==> src/rtl/input_buffer_loader.sv <==
`timescale 1ns/1ps
// Streams one INPUT_HEIGHT x INPUT_WIDTH tile from the input SRAM into the input
// buffer: one word read per cycle, each returned word written one cycle later.
module input_buffer_loader #(
  parameter int BIN_LEN        = 8,
  parameter int INPUT_HEIGHT   = 8,
  parameter int INPUT_WIDTH    = 8,
  parameter int INPUT_SRAM_LEN = 4,
  parameter int ADDR_W         = 16
) (
  input  logic                              clock,
  input  logic                              reset_n,
  input  logic                              start,
  input  logic [ADDR_W-1:0]                 base_addr,
  input  logic                              hold,
  output logic                              busy,
  output logic                              done,
  output logic                              sram_rd_en,
  output logic [ADDR_W-1:0]                 sram_addr,
  input  logic [BIN_LEN*INPUT_SRAM_LEN-1:0] sram_rdata,
  output logic                              buf_w_enable,
  output logic [BIN_LEN*INPUT_SRAM_LEN-1:0] buf_SRAM_in,
  output logic [$clog2(INPUT_HEIGHT)-1:0]   buf_SRAM_r,
  output logic [$clog2(INPUT_WIDTH)-1:0]    buf_SRAM_c,
  output logic [1:0]                        dbg_state_o
);

  localparam int WPR   = INPUT_WIDTH / INPUT_SRAM_LEN;
  localparam int N     = INPUT_HEIGHT * WPR;
  localparam int W_W   = (N > 1) ? $clog2(N) : 1;
  localparam int ROW_W = $clog2(INPUT_HEIGHT);
  localparam int COL_W = $clog2(INPUT_WIDTH);
  localparam int DW    = BIN_LEN * INPUT_SRAM_LEN;

  localparam logic [W_W-1:0]   W_LAST   = W_W'(N - 1);
  localparam logic [COL_W-1:0] COL_LAST = COL_W'(INPUT_WIDTH - INPUT_SRAM_LEN);
  localparam logic [COL_W-1:0] COL_STEP = COL_W'(INPUT_SRAM_LEN);

  typedef enum logic [1:0] {
    IDLE  = 2'd0,
    ISSUE = 2'd1,
    DRAIN = 2'd2,
    DONE  = 2'd3
  } state_t;

  state_t             state_q, state_d;
  logic [ADDR_W-1:0]  base_q, base_d;
  logic [W_W-1:0]     w_q, w_d;
  logic [ROW_W-1:0]   row_q, row_d;
  logic [COL_W-1:0]   col_q, col_d;
  logic               rd_valid_q;
  logic [ROW_W-1:0]   wr_row_q;
  logic [COL_W-1:0]   wr_col_q;
  logic [DW-1:0]      data_hold_q;

  // SRAM handshake: sram_rd_en is a one-cycle request with no back-pressure;
  // sram_rdata is valid exactly one cycle later, marked here by rd_valid_q.
  always_comb begin
    state_d    = state_q;
    base_d     = base_q;
    w_d        = w_q;
    row_d      = row_q;
    col_d      = col_q;
    sram_rd_en = 1'b0;
    case (state_q)
      IDLE: begin
        if (start) begin
          base_d  = base_addr;
          w_d     = '0;
          row_d   = '0;
          col_d   = '0;
          state_d = ISSUE;
        end
      end
      ISSUE: begin
        if (!hold) begin
          sram_rd_en = 1'b1;
          w_d        = w_q + 1'b1;
          if (col_q == COL_LAST) begin
            col_d = '0;
            row_d = row_q + 1'b1;
          end else begin
            col_d = col_q + COL_STEP;
          end
          if (w_q == W_LAST) state_d = DRAIN;
        end
      end
      DRAIN:   state_d = DONE;
      DONE:    state_d = IDLE;
      default: state_d = IDLE;
    endcase
  end

  always_ff @(posedge clock or negedge reset_n) begin
    if (!reset_n) begin
      state_q     <= IDLE;
      base_q      <= '0;
      w_q         <= '0;
      row_q       <= '0;
      col_q       <= '0;
      rd_valid_q  <= 1'b0;
      wr_row_q    <= '0;
      wr_col_q    <= '0;
      data_hold_q <= '0;
    end else begin
      state_q    <= state_d;
      base_q     <= base_d;
      w_q        <= w_d;
      row_q      <= row_d;
      col_q      <= col_d;
      rd_valid_q <= sram_rd_en;
      // Coordinates and data only move on real traffic so idle outputs stay stable.
      if (sram_rd_en) begin
        wr_row_q <= row_q;
        wr_col_q <= col_q;
      end
      if (rd_valid_q) data_hold_q <= sram_rdata;
    end
  end

  assign sram_addr    = sram_rd_en ? (base_q + ADDR_W'(w_q)) : '0;
  assign busy         = (state_q == ISSUE) || (state_q == DRAIN);
  assign done         = (state_q == DONE);
  assign buf_w_enable = rd_valid_q;
  assign buf_SRAM_in  = rd_valid_q ? sram_rdata : data_hold_q;
  assign buf_SRAM_r   = wr_row_q;
  assign buf_SRAM_c   = wr_col_q;
  assign dbg_state_o  = state_q;

endmodule

==> config.mk <==
export PLATFORM = sky130hd
export DESIGN_NAME = input_buffer_loader
export DESIGN_NICKNAME = d
export VERILOG_FILES = /design/src/rtl/input_buffer_loader.sv
export SDC_FILE = /design/constraint.sdc
export NUM_CORES = 1
export LEC_CHECK = 0
export BUFFER_PORTS_ARGS = -buffer_cell sky130_fd_sc_hd__buf_4
export CAP_MARGIN = 20
export CORE_ASPECT_RATIO = 1.75
export CORE_MARGIN = 10
export CORE_UTILIZATION = 51
export CTS_BUF_LIST = sky130_fd_sc_hd__clkbuf_8
export CTS_CLUSTER_SIZE = 14
export DETAILED_ROUTE_END_ITERATION = 6
export PLACE_DENSITY = 0.86
export SYNTH_ARGS = -nofsm -noshare
export SYNTH_HDL_FRONTEND = slang
export SYNTH_SLANG_ARGS = --single-unit
==> constraint.sdc <==
create_clock -name clock -period 2.5 [get_ports clock]
set_clock_uncertainty 0.15 [all_clocks]
set_input_delay 0.125 -clock clock [delete_from_list [all_inputs] [get_ports clock]]
set_output_delay 0.125 -clock clock [all_outputs]
set_load 0.02 [all_outputs]
Word-level counts from Yosys, hierarchy flattened:

Cells that the tools add are included.

* logic and storage cells: 47
* output and inout port bits: 60
* register bits after elaboration: 67

* $add $sub $neg: 4
* mux-type cells: 18
* equal/unequal tests: 9
* reduce and logical (&&, ||, !) cells: 7

Operator list (count)
* 32-bit two-way mux: 1
* 16-bit by 4-bit adder with 16-bit output: 1
* 16-bit two-way mux: 1
* 3-bit two-way mux: 5
* 3-bit one-hot mux with 2 select lines: 2
* 4-bit two-way mux: 2
* 2-bit != test, second input constant: 4
* 2-bit one-hot mux with 4 select lines: 1
* 4-bit one-hot mux with 2 select lines: 1
* 2-bit two-way mux: 3
* 3-bit AND reduction: 2
* 4-bit by 1-bit adder with 4-bit output, second input constant: 1
* 2-bit equality test, second input constant: 2
* 4-bit equality test, second input constant: 1
* 4-bit AND reduction: 1
* 3-bit by 1-bit adder with 3-bit output, second input constant: 1
* 3-bit adder, second input constant: 1
* 3-bit equality test, second input constant: 1
* 2-bit by 1-bit equality test with 1-bit output, second input constant: 1
* 2-bit logical NOT: 1
* 1-bit two-way mux: 2
* 2-bit AND reduction: 1
* 2-bit nonzero test: 1
* 1-bit logical OR: 1

Logic depth before layout (Yosys ltp):

Gate-level depths: netlist (run 1).

* depth in word-level cells: 4
* mapped depth: 7
* gate-level depth less buffers: 7

Worst setup path after synthesis (run 1):

No wires, ideal clock.

* path type: flip-flop to output port
* start: reg w_q[0]
* end: out sram_addr[14]
* data arrival time: 2.003 ns
* cell stages (with the launch flop): 8
* required time: 2.225 ns
* slack: 0.222 ns
* cell sequence: dfrtp_1 -> ha_1 -> inv_1 -> fa_1 -> nand2b_1 -> a21oi_1 -> nand3_1 -> a21oi_1

* word-level cells in the longest chain between the ends: 2

Ends and longest elaborated chain
* start, declared: RTL line 48 `logic [W_W-1:0] w_q, w_d;`
* start signal, assigned: RTL line 108 `w_q <= w_d;`
* 16-bit by 4-bit adder with 16-bit output: RTL line 121 `assign sram_addr = sram_rd_en ? (base_q + ADDR_W'(w_q)) : '0;`
* 16-bit two-way mux: RTL line 121
* end, declared: RTL line 19 `output logic [ADDR_W-1:0] sram_addr,`

Every way passes these cells.

Worst setup path after layout (run 1):

* start: reg w_q[1]
* end: out sram_addr[13]

Same word-level chain as after synthesis.

==> impl_results.md, run 1 <==
* Port Buf Inserts at 109
* Total of max-cap violations at 0
* CTS max path bufs at 2
* Core area at 0.005879 mm²
* Fin crit share at 1.035
* Violation count after the first detailed-routing iteration at 110
* Mapped Area at 0.003095 mm²
* Final WS setup at -0.08675 ns
* Avg WL per Cell at 18.54 µm
* Mapped Cells at 262
* Critical path class: reg2out
* Worst VDD drop at 826.9 µV
* Clock Sinks at 63
* Critical path startpoint category: flop
* Area grow syn2layout at 55.82%
* CP arrival at 2.31 ns
* Pins Over Slew Limit at 0
* Vias in the first global route at 2910
* Synthesized area per cell at 11.81 µm²
* Final Instance Count excl. Fillers at 519
* Drt first pass iters at 4
* Die Width at 78.89 µm
* Placed cells at 445
* Global-route wire length before repair at 15010 µm
* Critical Path End Type: output port
* Global route overflow at 0
* Pre-CTS setup slack at 0.1785 ns
* RePlAce Congestion at 0.8616
* Sequential share of the synthesized area at 0.5093
* Nets at 497
* Slew margin rel. at 0.4793
* Post-synth EDFFs at 0
* Ys flop type: dfrtp_1
* Critical Path RT at 2.23 ns
* Clock slew at reported path FFs at 0.07 ns
* Failing checks: negative setup slack
* Top-area cell type share of the netlist area at 0.5093
* Initial antenna violation count at 1
* Fin. Hold Viols at 0
* Unrepaired setup endpoints after global routing: true
* Drt drc at 0
* Initial Utilization at 0.5265
* IO Count at 112
* Leak pwr at 2.285 nW
* H-tree levels at 3
* Achievable Freq at 386.6 MHz
* Area after DPL at 0.004003 mm²
* Clock Latency Late Sink at 0.34 ns
* Row count at 37
* Largest net degree at the start of global routing at 64
* Top cells by area, synth: dfrtp_1 51%, mux2_2 18%, ha_1 4.0%
* Die ar. at 0.009708 mm²
* Design Area, Final at 0.004823 mm²
* Vias post-DR at 2680
* Count of state elements after synthesis at 63
* CTS Buf Count at 9
* Detailed Place HPWL at 6111 µm
* Distinct cell type count after synthesis at 47
* CTS root buf: clkbuf_8
* Worst-margin pin slew at 0.7810 ns
* Crit path max fanout at 7
* Status: finished with violations
* Dominant cell type by area after synthesis: dfrtp_1
* Worst min path class: in2reg
* Die H at 123.1 µm
* Fraction of layout cells with a size suffix above 1 at 0.4738
* YS warnings at 0
* Final Critical Period at 2.587 ns
* Post-synth ARST share at 1.000
* Final antenna-violating net count at 0
* Drt total wl at 9622 µm
* Total GRT Usage at 0.1990
* Vias per inst at 5.164
* CTS tree: yes
* P per Cell Area at 1238 mW/mm²
* Power consumption at 0.005973 W
* # setup viols final at 3
worst max-delay path, cell delays in order (launching register included):
cell and delay, ns:
dfrtp_1 0.43, ha_1 0.33, a21o_1 0.24, a211o_4 0.38
a21o_1 0.19, a21oi_1 0.21, buf_4 0.19
logic make-up after synthesis:
family	after synthesis	synth area share
other	1	0.001211
xor gates and xnor gates	7	0.01981
muxes	51	0.1851
DFF	63	0.5093
and+or+nand+nor	64	0.1031
buffers and inverters	25	0.03557
adders and majority gates	11	0.04689
AOI/OAI and AO/OA	40	0.09904
final cells by class:
| type | instances | area, µm² |
|---|---|---|
| diodes | 2 | 5.005 |
| clock buffers | 10 | 137.6 |
| clock inverters | 6 | 83.83 |
| fillers | 337 | 1056 |
| inverters | 14 | 56.30 |
| multi-input cells | 175 | 1446 |
| flip-flops and latches | 63 | 1577 |
| well taps | 78 | 97.59 |
| repair buffers | 171 | 1420 |
flip-flops by register name (all words and copies together) (netlist names):
register and count:
dbg_state_o 2, col_q 1, row_q 3, buf_w_enable 1, base_q 16, buf_SRAM_r 3, buf_SRAM_c 1, w_q 4
data_hold_q 32
cell usage after synthesis, types with 3 or more instances:
cell / count
a211oi_1: 4
a21o_1: 3
a21oi_1: 11
a22o_1: 3
buf_2: 7
dfrtp_1: 63
ha_1: 10
inv_1: 13
mux2_2: 49
nand2_1: 22
nand2b_1: 4
nand3_1: 5
nor2_1: 16
o21ai_0: 5
xnor2_1: 4
xor2_1: 3
path summary, 6_finish.rpt:
kind,start,to,slack (ns),cells after the start
worst max-delay path,w_q[1],sram_addr[13],-0.09,6
worst min-delay path,start,w_q[1],0.08,3
worst max register to register,dbg_state_o[0],row_q[2],0.62,5
worst min register to register,buf_SRAM_r[2],buf_SRAM_r[2],0.33,2
max in group asynchronous,reset_n,data_hold_q[1],1.40,2
min in group asynchronous,reset_n,base_q[3],0.26,2
cells in the final DEF, fill, tap and decap left out, types with 5 or more instances in the layout:
cell type,n
buf_4,118
o21ai_0,5
nand2_1,22
inv_1,12
clkbuf_8,10
nor2_1,16
dfrtp_1,63
ha_1,6
dlygate4sd3_1,50
nand3_1,5
a21oi_1,10
mux2_2,49
through the flow:
stage,TNS [ns],hold WS [ns],util
2_1_floorplan,0,-0.3206,-
3_3_place_gp,0,0.09894,0.6808
3_5_place_dp,0,0.1064,0.6808
4_1_cts,-0.1825,0.04285,0.8074
5_1_grt,-0.8860,0.08860,0.8200
6_report,-0.1938,0.08048,0.8204
per-layer routing:
layer | vias up | share of wire | track usage
met3 | 21 | 0.061 | 0.06468
met2 | 98 | 0.57 | 0.3765
met1 | 1296 | 0.34 | 0.1823
met4 | 0 | 0.033 | 0.1047
met5 | - | 0 | 0
li1 | 1265 | - | -
where the power goes:
group | switching (W) | internal (W)
registers | 0.000317 | 0.00150
logic | 0.00170 | 0.00147
clock network | 0.000403 | 0.000585
total | 0.00242 | 0.00355
timing repair:
item / 4_1_cts / 5_1_grt
endpoints found under the setup margin: 10 / 10
hold endpoints to repair: 112 / 0
setup buffers: 0 / 6
gates resized for setup: 6 / 8
pin swaps: 1 / 5
hold buffers: 50 / 0
No activity file was read; power rests on OpenSTA's default activity.
==> run 2, diff against run 1 <==
--- a/config.mk
+++ b/config.mk
@@ -9,11 +9,11 @@
 export CAP_MARGIN = 20
 export CORE_ASPECT_RATIO = 1.75
 export CORE_MARGIN = 10
-export CORE_UTILIZATION = 51
-export CTS_BUF_LIST = sky130_fd_sc_hd__clkbuf_8
+export CORE_UTILIZATION = 53
+export CTS_BUF_LIST = sky130_fd_sc_hd__clkbuf_16
 export CTS_CLUSTER_SIZE = 14
 export DETAILED_ROUTE_END_ITERATION = 6
-export PLACE_DENSITY = 0.86
+export PLACE_DENSITY = 0.89
 export SYNTH_ARGS = -nofsm -noshare
 export SYNTH_HDL_FRONTEND = slang
 export SYNTH_SLANG_ARGS = --single-unit
==> constraint.sdc (replaced) <==
create_clock -name clock -period 3.17 [get_ports clock]
set_clock_uncertainty 0.15 [all_clocks]
set_input_delay 0.1585 -clock clock [delete_from_list [all_inputs] [get_ports clock]]
set_output_delay 0.1585 -clock clock [all_outputs]
set_load 0.02 [all_outputs]
==> run 2 against run 1 <==
Against the previous run:
- the flow now finishes without violations
- clock-buffer cell count shrank 1
- global-route usage grew 1.4 points
- hold slack lost 0.030 ns
- sequential power shrank 20%
- power shrank 20%
- critical path depth grew 2
- first-iteration DRC count grew 39%
- non-clock buffer count shrank 11
- via count grew 0.63%
- register-to-register slack gained 0.51 ns
- utilization grew 2.1 points
- final cell count shrank 2.9%
- critical endpoint is now sram_addr[12]
- largest cell class unchanged
==> impl_results.md, run 2 (synthesis gave the netlist of run 1 again) <==
* Status: finished, final reports clean
* Violation count after the first detailed-routing iteration at 153 (+39%)
* Clock power frac at 0.188 (+0.023)
* Top reg by flops: data_hold_q
* Comb pwr share at 0.509 (-0.021)
* Switching Share at 0.4149 (+0.009672)
* RePlAce Congestion at 0.8640 (+0.28%)
* Initial Utilization at 0.5498 (+0.02328)
* Crit path max fanout at 6 (-1)
* CTS tree: yes
* Nets at 486 (-2.2%)
* Clock Latency Late Sink at 0.33 ns (about the same)
* Vias post-DR at 2697 (+0.63%)
* # setup viols final at 0 (-3)
* P per Cell Area at 1010 mW/mm² (-18%)
* Largest net degree at the start of global routing at 64 (unchanged)
* Achievable Freq at 331.8 MHz
* Fin. Hold Viols at 0 (unchanged)
* Drt total wl at 9906 µm (+3.0%)
* Global route overflow at 0 (unchanged)
* Reg power frac at 0.302 (-0.002)
* CTS max path bufs at 2 (unchanged)
* Critical Path End Type: output port
* Setup TNS at 0 ns (+0.1938 ns)
* Die H at 121.1 µm (-1.6%)
* Row count at 36 (-2.7%)
* Final Critical Period at 3.014 ns
* Final design utilization at 0.8411 (+0.02072)
* Die ar. at 0.009418 mm² (-3.0%)
* CTS root buf: clkbuf_16
* Critical path startpoint category: flop
* Worst-margin pin slew at 0.8075 ns (+0.02640 ns)
* Area after DPL at 0.003970 mm² (-0.81%)
* Initial antenna violation count at 0 (-1)
* Detailed Place HPWL at 6149 µm (+0.62%)
* Port Buf Inserts at 109 (unchanged)
* Power consumption at 0.004785 W (-20%)
* Commonest cells after routing, fill and taps aside: 111 x buf_4, 63 x dfrtp_1, 49 x mux2_2, 49 x dlygate4sd3_1, 22 x nand2_1
* Max reg flops at 32 (unchanged)
* Leak pwr at 2.241 nW (-1.9%)
* Drt drc at 0 (unchanged)
* Global-route wire length before repair at 15640 µm (+4.2%)
* Clock slew at reported path FFs at 0.05 ns (-0.02 ns)
* Total of max-cap violations at 0 (unchanged)
* Pins Over Slew Limit at 0 (unchanged)
* Vias per inst at 5.351 (+3.6%)
* # diodes at 0 (-2)
* Drt first pass iters at 4 (unchanged)
* H-tree levels at 3 (unchanged)
* Total GRT Usage at 0.2129 (+0.01392)
* Int Pwr at 0.002800 W (-21%)
* Unrepaired setup endpoints after global routing: false
* Commonest non-fill, non-tap cell in the layout: buf_4
* Top flop regs: data_hold_q (32), base_q (16), w_q (4)
* Final antenna-violating net count at 0 (unchanged)
* Worst min path class: in2reg
* Avg WL per Cell at 19.65 µm (+6.0%)
* Net Sw Power at 0.001985 W (-18%)
* Core area at 0.005630 mm² (-4.2%)
* Critical Path RT at 2.86 ns (+0.63 ns)
* Design Area, Final at 0.004736 mm² (-1.8%)
* IO Count at 112 (unchanged)
* CP arrival at 2.71 ns (+0.40 ns)
* CTS Buf Count at 9 (unchanged)
* Vias in the first global route at 2888 (-0.76%)
* Fillers at 282 (-16%)
* Worst VDD drop at 792.2 µV (-4.2%)
* Die Width at 77.77 µm (-1.4%)
* Critical path class: reg2out
* Fraction of layout cells with a size suffix above 1 at 0.4369 (-0.03689)
* Clock Sinks at 63 (unchanged)
* Area grow syn2layout at 52.99%
* Slew margin rel. at 0.4617 (-0.01760)
* Fin crit share at 0.9507
-- run 2: cell types whose count changed in the layout (fill, tap and decap cells not counted), sizes merged --
cell	change
diode	-2
clkinvlp	+2
clkbuf	-1
buf	-10
clkinv	+1
bufinv	-2
dlygate4sd3	-1
-- run 2: per-layer routing --
layer / share of wire / track usage / up-vias
met5: 0 / 0 / -
met4: 0.038 / 0.09748 / 0
met3: 0.053 / 0.06825 / 33
met2: 0.53 / 0.3844 / 106
met1: 0.38 / 0.2151 / 1315
li1: - / - / 1243
-- run 2: per-stage QoR --
| stage | cells | worst slack [ns] | hold slack [ns] |
|---|---|---|---|
| final | 504 | 0.1564 | 0.05025 |
| after detailed placement | 439 | 0.6710 | 0.1382 |
| after floorplan | 263 | 0.8584 | -0.2871 |
| after CTS | 504 | 0.2569 | 0.05285 |
| after global placement | 439 | 0.7369 | 0.1266 |
| after global routing | 504 | 0.05595 | 0.08087 |
-- run 2: final cells by class --
type / instances / area [µm²] / share of cell area
flip-flops and latches: 63 / 1577 / 0.3329
multi-input cells: 175 / 1413 / 0.2983
repair buffers: 160 / 1324 / 0.2795
clock buffers: 9 / 225.2 / 0.04756
well taps: 76 / 95.09 / 0.02008
inverters: 14 / 52.55 / 0.01110
clock inverters: 7 / 50.05 / 0.01057
-- run 2: worst paths after layout --
| check | start | endpoint | slack (ns) | cells past startpoint |
|---|---|---|---|---|
| setup / recovery | w_q[0] | sram_addr[12] | 0.16 | 8 |
| hold / removal | hold | col_q[2] | 0.05 | 3 |
| setup reg to reg | dbg_state_o[0] | base_q[13] | 1.13 | 4 |
| hold reg to reg | buf_SRAM_c[2] | buf_SRAM_c[2] | 0.34 | 2 |
| max in group asynchronous | reset_n | row_q[2] | 2.03 | 2 |
| min in group asynchronous | reset_n | base_q[6] | 0.29 | 2 |
-- run 2: worst max-delay path: stages (launching register included) --
cell and delay (ns):
dfrtp_1 0.42, ha_1 0.20, inv_1 0.06, fa_1 0.40, nand2b_1 0.32, a21oi_1 0.42
a31oi_1 0.18, a41o_1 0.23, buf_4 0.16
-- run 2: power by group through the flow --
stage               logic [W]  registers [W]  clock network (W)
global route          0.00260        0.00149           0.000951
CTS                   0.00240        0.00142           0.000907
finish                0.00244        0.00145           0.000901
global placement      0.00225        0.00140                  0
floorplan             0.00147        0.00140                  0
detailed placement    0.00232        0.00143                  0
-- run 2: what timing repair did --
item,in CTS,in global routing
buffers inserted,0,0
resized for setup,0,0
endpoints found under the hold margin,111,0
hold buffers,49,0
